File: config.mk
export PLATFORM = sky130hd
export DESIGN_NAME = time_composer
export DESIGN_NICKNAME = d
export VERILOG_FILES = /design/src/rtl/time_pkg.sv /design/src/rtl/time_mul10.sv /design/src/rtl/time_composer.sv
export SDC_FILE = /design/constraint.sdc
export NUM_CORES = 1
export LEC_CHECK = 0
export ABC_AREA = 1
export CORE_MARGIN = 1.5
export CORE_UTILIZATION = 60
export CTS_CLUSTER_SIZE = 28
export DETAILED_ROUTE_END_ITERATION = 10
export MAX_ROUTING_LAYER = met4
export PLACE_DENSITY = 0.94
export SYNTH_ARGS = -nofsm -noshare
export SYNTH_HDL_FRONTEND = slang
export SYNTH_SLANG_ARGS = --single-unit
File: constraint.sdc
create_clock -name clk -period 11.9 [get_ports clk]
set_clock_uncertainty 0.05 [all_clocks]
set_input_delay 1.785 -clock clk [delete_from_list [all_inputs] [get_ports clk]]
set_output_delay 1.785 -clock clk [all_outputs]
set_load 0.01 [all_outputs]
File: src/rtl/time_pkg.sv
// time_pkg: shared constants and state encoding for the BCD time composer
package time_pkg;
    localparam int SEC_PER_MIN  = 60;
    localparam int DIGIT_MAX    = 9;
    localparam int SEC_TENS_MAX = 5;
    localparam int ACC_W = $clog2((DIGIT_MAX * 10 + DIGIT_MAX) * SEC_PER_MIN
                                  + SEC_TENS_MAX * 10 + DIGIT_MAX + 1);
    typedef enum logic [1:0] {IDLE, S_MIN, S_SEC, S_OUT} state_t;
endpackage

File: src/rtl/time_mul10.sv
// time_mul10: constant multiply by ten built from two shifts and an add
module time_mul10 #(
    parameter int W = 13
) (
    input  logic [W-1:0] x,
    output logic [W-1:0] y
);
    assign y = (x << 3) + (x << 1);
endmodule

File: src/rtl/time_composer.sv
// time_composer: converts latched BCD MM:SS digits into a seconds count; define TIME_COMPOSER_SAT_EN to saturate on overflow
module time_composer
    import time_pkg::*;
#(
    parameter int TIMER_W = 11
) (
    input  logic               clk,
    input  logic               rst_n,
    input  logic               start,
    input  logic [6:0]         min_decimal,
    input  logic [6:0]         min_unit,
    input  logic [6:0]         sec_decimal,
    input  logic [6:0]         sec_unit,
    output logic [TIMER_W-1:0] timer,
    output logic               busy,
    output logic               valid,
    output logic               err,
    output logic               ovf
);
    localparam logic [31:0] TMAX = (32'd1 << TIMER_W) - 32'd1;
    state_t           state;
    logic [6:0]       md, mu, sd, su;
    logic [ACC_W-1:0] acc, mul_in, m_a, m_b;
    logic [TIMER_W-1:0] ovf_val;
    logic             bad, big;
    assign mul_in = (state == S_MIN) ? ACC_W'(md) : acc;
    time_mul10 #(.W(ACC_W)) u_mul_a (.x(mul_in), .y(m_a));
    time_mul10 #(.W(ACC_W)) u_mul_b (.x(ACC_W'(sd)), .y(m_b));
    assign bad = (md > 7'(DIGIT_MAX)) || (mu > 7'(DIGIT_MAX)) ||
                 (sd > 7'(SEC_TENS_MAX)) || (su > 7'(DIGIT_MAX));
    assign big = {{(32-ACC_W){1'b0}}, acc} > TMAX;
`ifdef TIME_COMPOSER_SAT_EN
    assign ovf_val = '1;
`else
    assign ovf_val = TIMER_W'(acc);
`endif
    // conversion sequencer: latch digits, minutes, minutes*60 + seconds, publish result
    always_ff @(posedge clk or negedge rst_n) begin
        if (!rst_n) begin
            state <= IDLE;
            acc   <= '0;
            md    <= '0;
            mu    <= '0;
            sd    <= '0;
            su    <= '0;
            timer <= '0;
            busy  <= 1'b0;
            valid <= 1'b0;
            err   <= 1'b0;
            ovf   <= 1'b0;
        end else begin
            valid <= 1'b0;
            case (state)
                IDLE: if (start) begin
                    md    <= min_decimal;
                    mu    <= min_unit;
                    sd    <= sec_decimal;
                    su    <= sec_unit;
                    busy  <= 1'b1;
                    state <= S_MIN;
                end
                S_MIN: begin
                    acc   <= m_a + ACC_W'(mu);
                    state <= S_SEC;
                end
                S_SEC: begin
                    acc   <= (m_a << 2) + (m_a << 1) + m_b + ACC_W'(su);
                    state <= S_OUT;
                end
                default: begin
                    timer <= bad ? '0 : big ? ovf_val : TIMER_W'(acc);
                    err   <= bad;
                    ovf   <= !bad && big;
                    valid <= 1'b1;
                    busy  <= 1'b0;
                    state <= IDLE;
                end
            endcase
        end
    end
endmodule

==> results of run 1 <==
metal layers:
metal  GRT usage  up-vias
met4       0.122        0
met3      0.0682       32
met2       0.509      177
met5           -        -
li1            -     1959
met1       0.351     1954
logic make-up (layout without fill, tap and decap cells):
kind of cell    after synthesis  after routing  share of synthesized area
compound gates              101            101                      0.127
flops                        58             58                      0.314
simple gates                226            226                      0.227
fa+ha+maj                    56             56                      0.173
mux                          16             16                     0.0389
xor+xnor                     16             16                     0.0335
buf+inv                     103            151                     0.0882
worst reg2reg max path: cells and delay by family, from the launching register on:
| family | cells | cell delay [ns] |
|---|---|---|
| buffers and inverters | 6 | 0.52 |
| xor gates and xnor gates | 2 | 0.44 |
| DFF | 1 | 0.42 |
| adders and majority gates | 5 | 2.24 |
| and+or+nand+nor | 12 | 1.19 |
| AOI/OAI and AO/OA | 3 | 0.73 |
stage by stage:
stage | worst slack [ns] | hold WS [ns]
6_report | 6.21 | 0.431
5_1_grt | 5.66 | 0.458
4_1_cts | 6.29 | 0.434
3_5_place_dp | 6.38 | 0.415
3_3_place_gp | 6.68 | 0.415
2_1_floorplan | 7.31 | 0.394
sequential cells by signal (all words and copies together) (netlist names):
| name | count |
|---|---|
| busy | 1 |
| md | 7 |
| valid | 1 |
| err | 1 |
| acc | 13 |
| state | 2 |
| sd | 7 |
| mu | 7 |
| su | 7 |
| ovf | 1 |
| timer | 11 |
area by class of cell:
| class | instances | area [um^2] |
|---|---|---|
| Clock inverter | 4 | 76.3 |
| Fill cell | 520 | 2010 |
| Tap cell | 99 | 124 |
| Clock buffer | 11 | 141 |
| Timing Repair Buffer | 47 | 460 |
| Sequential cell | 58 | 1450 |
| Multi-Input combinational cell | 415 | 2770 |
| Inverter | 89 | 339 |
cell usage in the layout (no fill, tap or decap), types with 2 or more instances in the layout:
master / netlist / routed
clkbuf_8: 0 / 10
ha_1: 43 / 43
nand2_1: 106 / 106
nand3_2: 3 / 3
o22ai_1: 4 / 4
xor2_1: 12 / 12
nor2_4: 2 / 2
clkdlybuf4s50_1: 0 / 44
xnor2_1: 2 / 2
o21ai_0: 28 / 28
buf_4: 0 / 2
nor2_2: 2 / 2
a21oi_1: 36 / 36
o21ai_1: 6 / 6
nor2_1: 47 / 47
a31oi_1: 8 / 8
bufinv_16: 0 / 2
nand2_2: 15 / 15
nand3b_1: 3 / 3
o21ai_2: 2 / 2
fa_1: 13 / 13
nor4_1: 2 / 2
o31ai_1: 11 / 11
nand3_1: 30 / 30
or2_2: 2 / 2
nand2_4: 7 / 7
nand4_1: 3 / 3
inv_1: 86 / 86
nor3_1: 4 / 4
dfrtp_1: 58 / 58
mux2_2: 16 / 16
worst max-delay path by stage:
stage	startpoint	end
2_1_floorplan	state[1]	acc[10]
3_3_place_gp	state[1]	acc[10]
3_5_place_dp	state[1]	acc[10]
4_1_cts	state[1]	acc[10]
5_1_grt	state[1]	acc[11]
6_report	state[1]	acc[10]
==> reports/qor.yml, run 1 <==
clocking:
  cts_tree: "yes"
  postCtsSetupBuffers: 0
  cts_resized: 0
  htreeDepth: 3
  hold_buffers: 0
  clk_latency_ns: 0.36
  numCtsBuffers: 9
  clk_path_buf_depth: 2
  clk_pin_slew_ns: 0.07
  clockRootBuffer: "clkbuf_8"
  clkSinkCount: 58
cells_and_area:
  antenna_cells: 0
  drive_above_1_share: 0.115
  syn_to_final_growth_pct: 15.8
  instances_no_fill: 723
  layout.nets: 707
  post-route-util: 0.727
  fin_area_um2: 5360
place:
  placed_cell_area_um2: 5140
  placedCellCount: 708
  port_buffers: 45
  place_hpwl_mm: 8.35
  gp_congestion: 0.979
min_path:
  min_path_type: "flip-flop to flip-flop"
  hold_path_depth: 2
  hold_end: "ovf"
  min-delay-start: "ovf"
critical_path:
  cp_slowest_cell: "ha_1"
  crit_type: "flip-flop to flip-flop"
  rr_endpoint: "acc[10]"
  reg2reg_depth: 28
  crit_buf_inv: 6
  crit_family: "adder cells"
  critical_path.most_common_cell: "nand2_1"
  start_kind: "flip-flop"
  reg2reg_from: "state[1]"
  arrival_ns: 5.93
  cp.depth: 28
  path_max_fanout: 18
  required_ns: 12.13
  rrSetupSlack_ns: 6.21
  crit_path_max_incr_delay_ns: 0.68
  cp-end-kind: "flip-flop"
die:
  core-area_um2: 7370
  dieWidth_um: 90.8
  initial_core_util: 0.628
  ios: 46
  rows: 31
  die_h_um: 90.8
  die_area_um2: 8250
route:
  routed.top_layer: "met4"
  wl_met3_um: 710
  wl_mm: 11.0
  firstDrtPassIters: 5
  drt-wirelength-per-cell_um: 15.2
  drt-met1-wl_mm: 4.42
  met2_length_mm: 5.59
  ant_nets: 0
  vias_per_cell: 5.70
  drt-initial-drc-count: 405
  drc_errors: 0
  vias: 4122
sta:
  slew_violations: 0
  tns_ns: 0
  relSlewSlack: 0.461
  max_freq_ghz: 0.176
  hold_violations: 0
  fin_crit_ns: 5.69
  rsz0062_at_grt: "false"
  finalCritPeriodShare: 0.478
  max_slew.worst_pin.slew_ns: 0.808
  setup_viol: 0
synth:
  synth-edff-count: 0
  synthFlopType: "dfrtp_1"
  avgSynthCellArea_um2: 8.03
  ys_top_cells_by_area: "dfrtp_1 31%, ha_1 12%, nand2_1 8.6%"
  synth.ff_latch_count: 58
  ys_warn_count: 0
  synth_fp_nets: 663
  synth_common_cells: "106 x nand2_1, 86 x inv_1, 58 x dfrtp_1, 47 x nor2_1, 43 x ha_1"
  synth_seq_area_share: 0.314
  yosysMostFrequentCell: "nand2_1"
  synth_top_cell_by_area: "dfrtp_1"
  yosys.area.top_type_share: 0.314
  async_reset_ff_frac: 1.00
  synthCells: 576
  synth.cell_area_um2: 4630
  synth_cell_types: 42
global_routing:
  grt_max_degree: 59
  grt_usage: 0.303
  grt_first_pass_wirelength_mm: 19.5
  overflow: 0
  grt_antenna_before_repair: 0
  grt_pass1_vias: 4220
run:
  maxCapViolCount: 0
outcome:
  status: "finished clean"
Power of run 1 is left out: the tool's default activity adds up to more than one toggle a clock period on the data nets, which glitch-free logic cannot reach.
==> run 2, diff against run 1 <==
- CORE_UTILIZATION: 60 -> 58
- PLACE_DENSITY: 0.94 -> 0.92
- clock period: 11.9 -> 5.4 ns (I/O delays scaled with it)
==> reports/qor.yml, run 2 (synthesis results as in run 1) <==
clocking:
  cts_tree: "yes"
  postCtsSetupBuffers: 0
  clk_pin_slew_ns: 0.07
  clkSinkCount: 58
  clk_latency_ns: 0.35
  htreeDepth: 3
  clk_path_buf_depth: 2
  cts_resized: 0
  numCtsBuffers: 9
  clockRootBuffer: "clkbuf_8"
  hold_buffers: 0
critical_path:
  arrival_ns: 5.24
  path_max_fanout: 16
  reg2reg_from: "state[1]"
  crit_type: "flip-flop to flip-flop"
  rr_endpoint: "acc[10]"
  critical_path.most_common_cell: "nand2_1"
  crit_path_max_incr_delay_ns: 0.55
  rrSetupSlack_ns: 0.39
  start_kind: "flip-flop"
  crit_buf_inv: 6
  required_ns: 5.63
  crit_family: "adder cells"
  cp-end-kind: "flip-flop"
  reg2reg_depth: 29
  cp_slowest_cell: "fa_1"
min_path:
  min-delay-start: "timer[9]"
  min_path_type: "flip-flop to flip-flop"
  hold_end: "timer[9]"
  hold_path_depth: 2
route:
  drt-wirelength-per-cell_um: 15.5
  vias: 4126
  ant_nets: 0
  wl_mm: 11.3
  drc_errors: 0
  firstDrtPassIters: 5
  drt-initial-drc-count: 290
  vias_per_cell: 5.66
sta:
  tns_ns: 0
  slew_violations: 0
  relSlewSlack: 0.446
  rsz0062_at_grt: "false"
  finalCritPeriodShare: 0.928
  max_slew.worst_pin.slew_ns: 0.831
  hold_violations: 0
  max_freq_ghz: 0.200
  setup_viol: 0
  fin_crit_ns: 5.01
global_routing:
  grt_max_degree: 59
  met2_usage: 0.514
  grt_pass1_vias: 4259
  grt_usage: 0.295
  overflow: 0
  grt_first_pass_wirelength_mm: 19.2
  grtUsageMet3: 0.0567
  busiest_layer: "met2"
  met1_usage: 0.338
  grt_antenna_before_repair: 0
die:
  die_h_um: 92.3
  initial_core_util: 0.599
  core-area_um2: 7730
  dieWidth_um: 92.3
  die_area_um2: 8520
  rows: 32
  ios: 46
cells_and_area:
  final_cell_mix: "106 x nand2_1, 86 x inv_1, 58 x dfrtp_1"
  largest_register_ffs: 13
  n_fill_cell: 601
  largest_registers: "acc (13), timer (11)"
  layout.nets: 709
  regMostFlops: "acc"
  drive_above_1_share: 0.121
  syn_to_final_growth_pct: 16.2
  antenna_cells: 0
  instances_no_fill: 729
  layout_commonest_cell: "nand2_1"
run:
  maxCapViolCount: 0
place:
  port_buffers: 45
  place_hpwl_mm: 8.85
  gp_congestion: 0.951
  placedCellCount: 713
outcome:
  status: "finished clean"
[run 2: worst max path at each step]
stage	from	endpoint	cells past startpoint
2_1_floorplan	state[1]	acc[10]	27
3_3_place_gp	state[1]	acc[10]	28
3_5_place_dp	state[1]	acc[10]	28
4_1_cts	state[1]	acc[10]	28
5_1_grt	state[1]	acc[11]	28
6_report	state[1]	acc[10]	29
[run 2: cell type report]
class	count	area, um^2	share of cell area
multi-input combinational	415	2780	0.518
sequential	58	1450	0.270
timing repair buffer	49	479	0.0892
inverter	89	339	0.0631
clock buffer	10	128	0.0237
tap	102	128	0.0237
clock inverter	6	67.6	0.0126
[run 2: stage by stage]
step / setup WS (ns) / utilization / hold slack, ns / instance area, um^2
final: 0.391 / 0.696 / 0.432 / 5380
after global routing: 0.0104 / 0.696 / 0.468 / 5380
after CTS: 0.340 / 0.693 / 0.434 / 5360
after detailed placement: 0.401 / 0.668 / 0.415 / 5160
after global placement: 0.605 / 0.668 / 0.416 / 5160
after floorplan: 0.805 / - / 0.394 / 4630
[run 2: per-layer routing]
| metal | vias up | routed length (um) | share of wire |
|---|---|---|---|
| met4 | 0 | 303 | 0.027 |
| met3 | 34 | 646 | 0.057 |
| li1 | 1976 | - | - |
| met5 | - | 0 | 0 |
| met1 | 1964 | 4650 | 0.41 |
| met2 | 152 | 5720 | 0.51 |
[run 2: worst reg2reg max path: cells and delay by family (launching register included)]
family | cells | cell delay, ns
XOR/XNOR | 2 | 0.41
AND/OR/NAND/NOR | 13 | 1.28
buffers and inverters | 6 | 0.65
adder cells (fa/ha/maj) | 5 | 1.74
flip-flops | 1 | 0.43
AO/OA/AOI/OAI | 3 | 0.35
Power of run 2 is left out for the same reason.
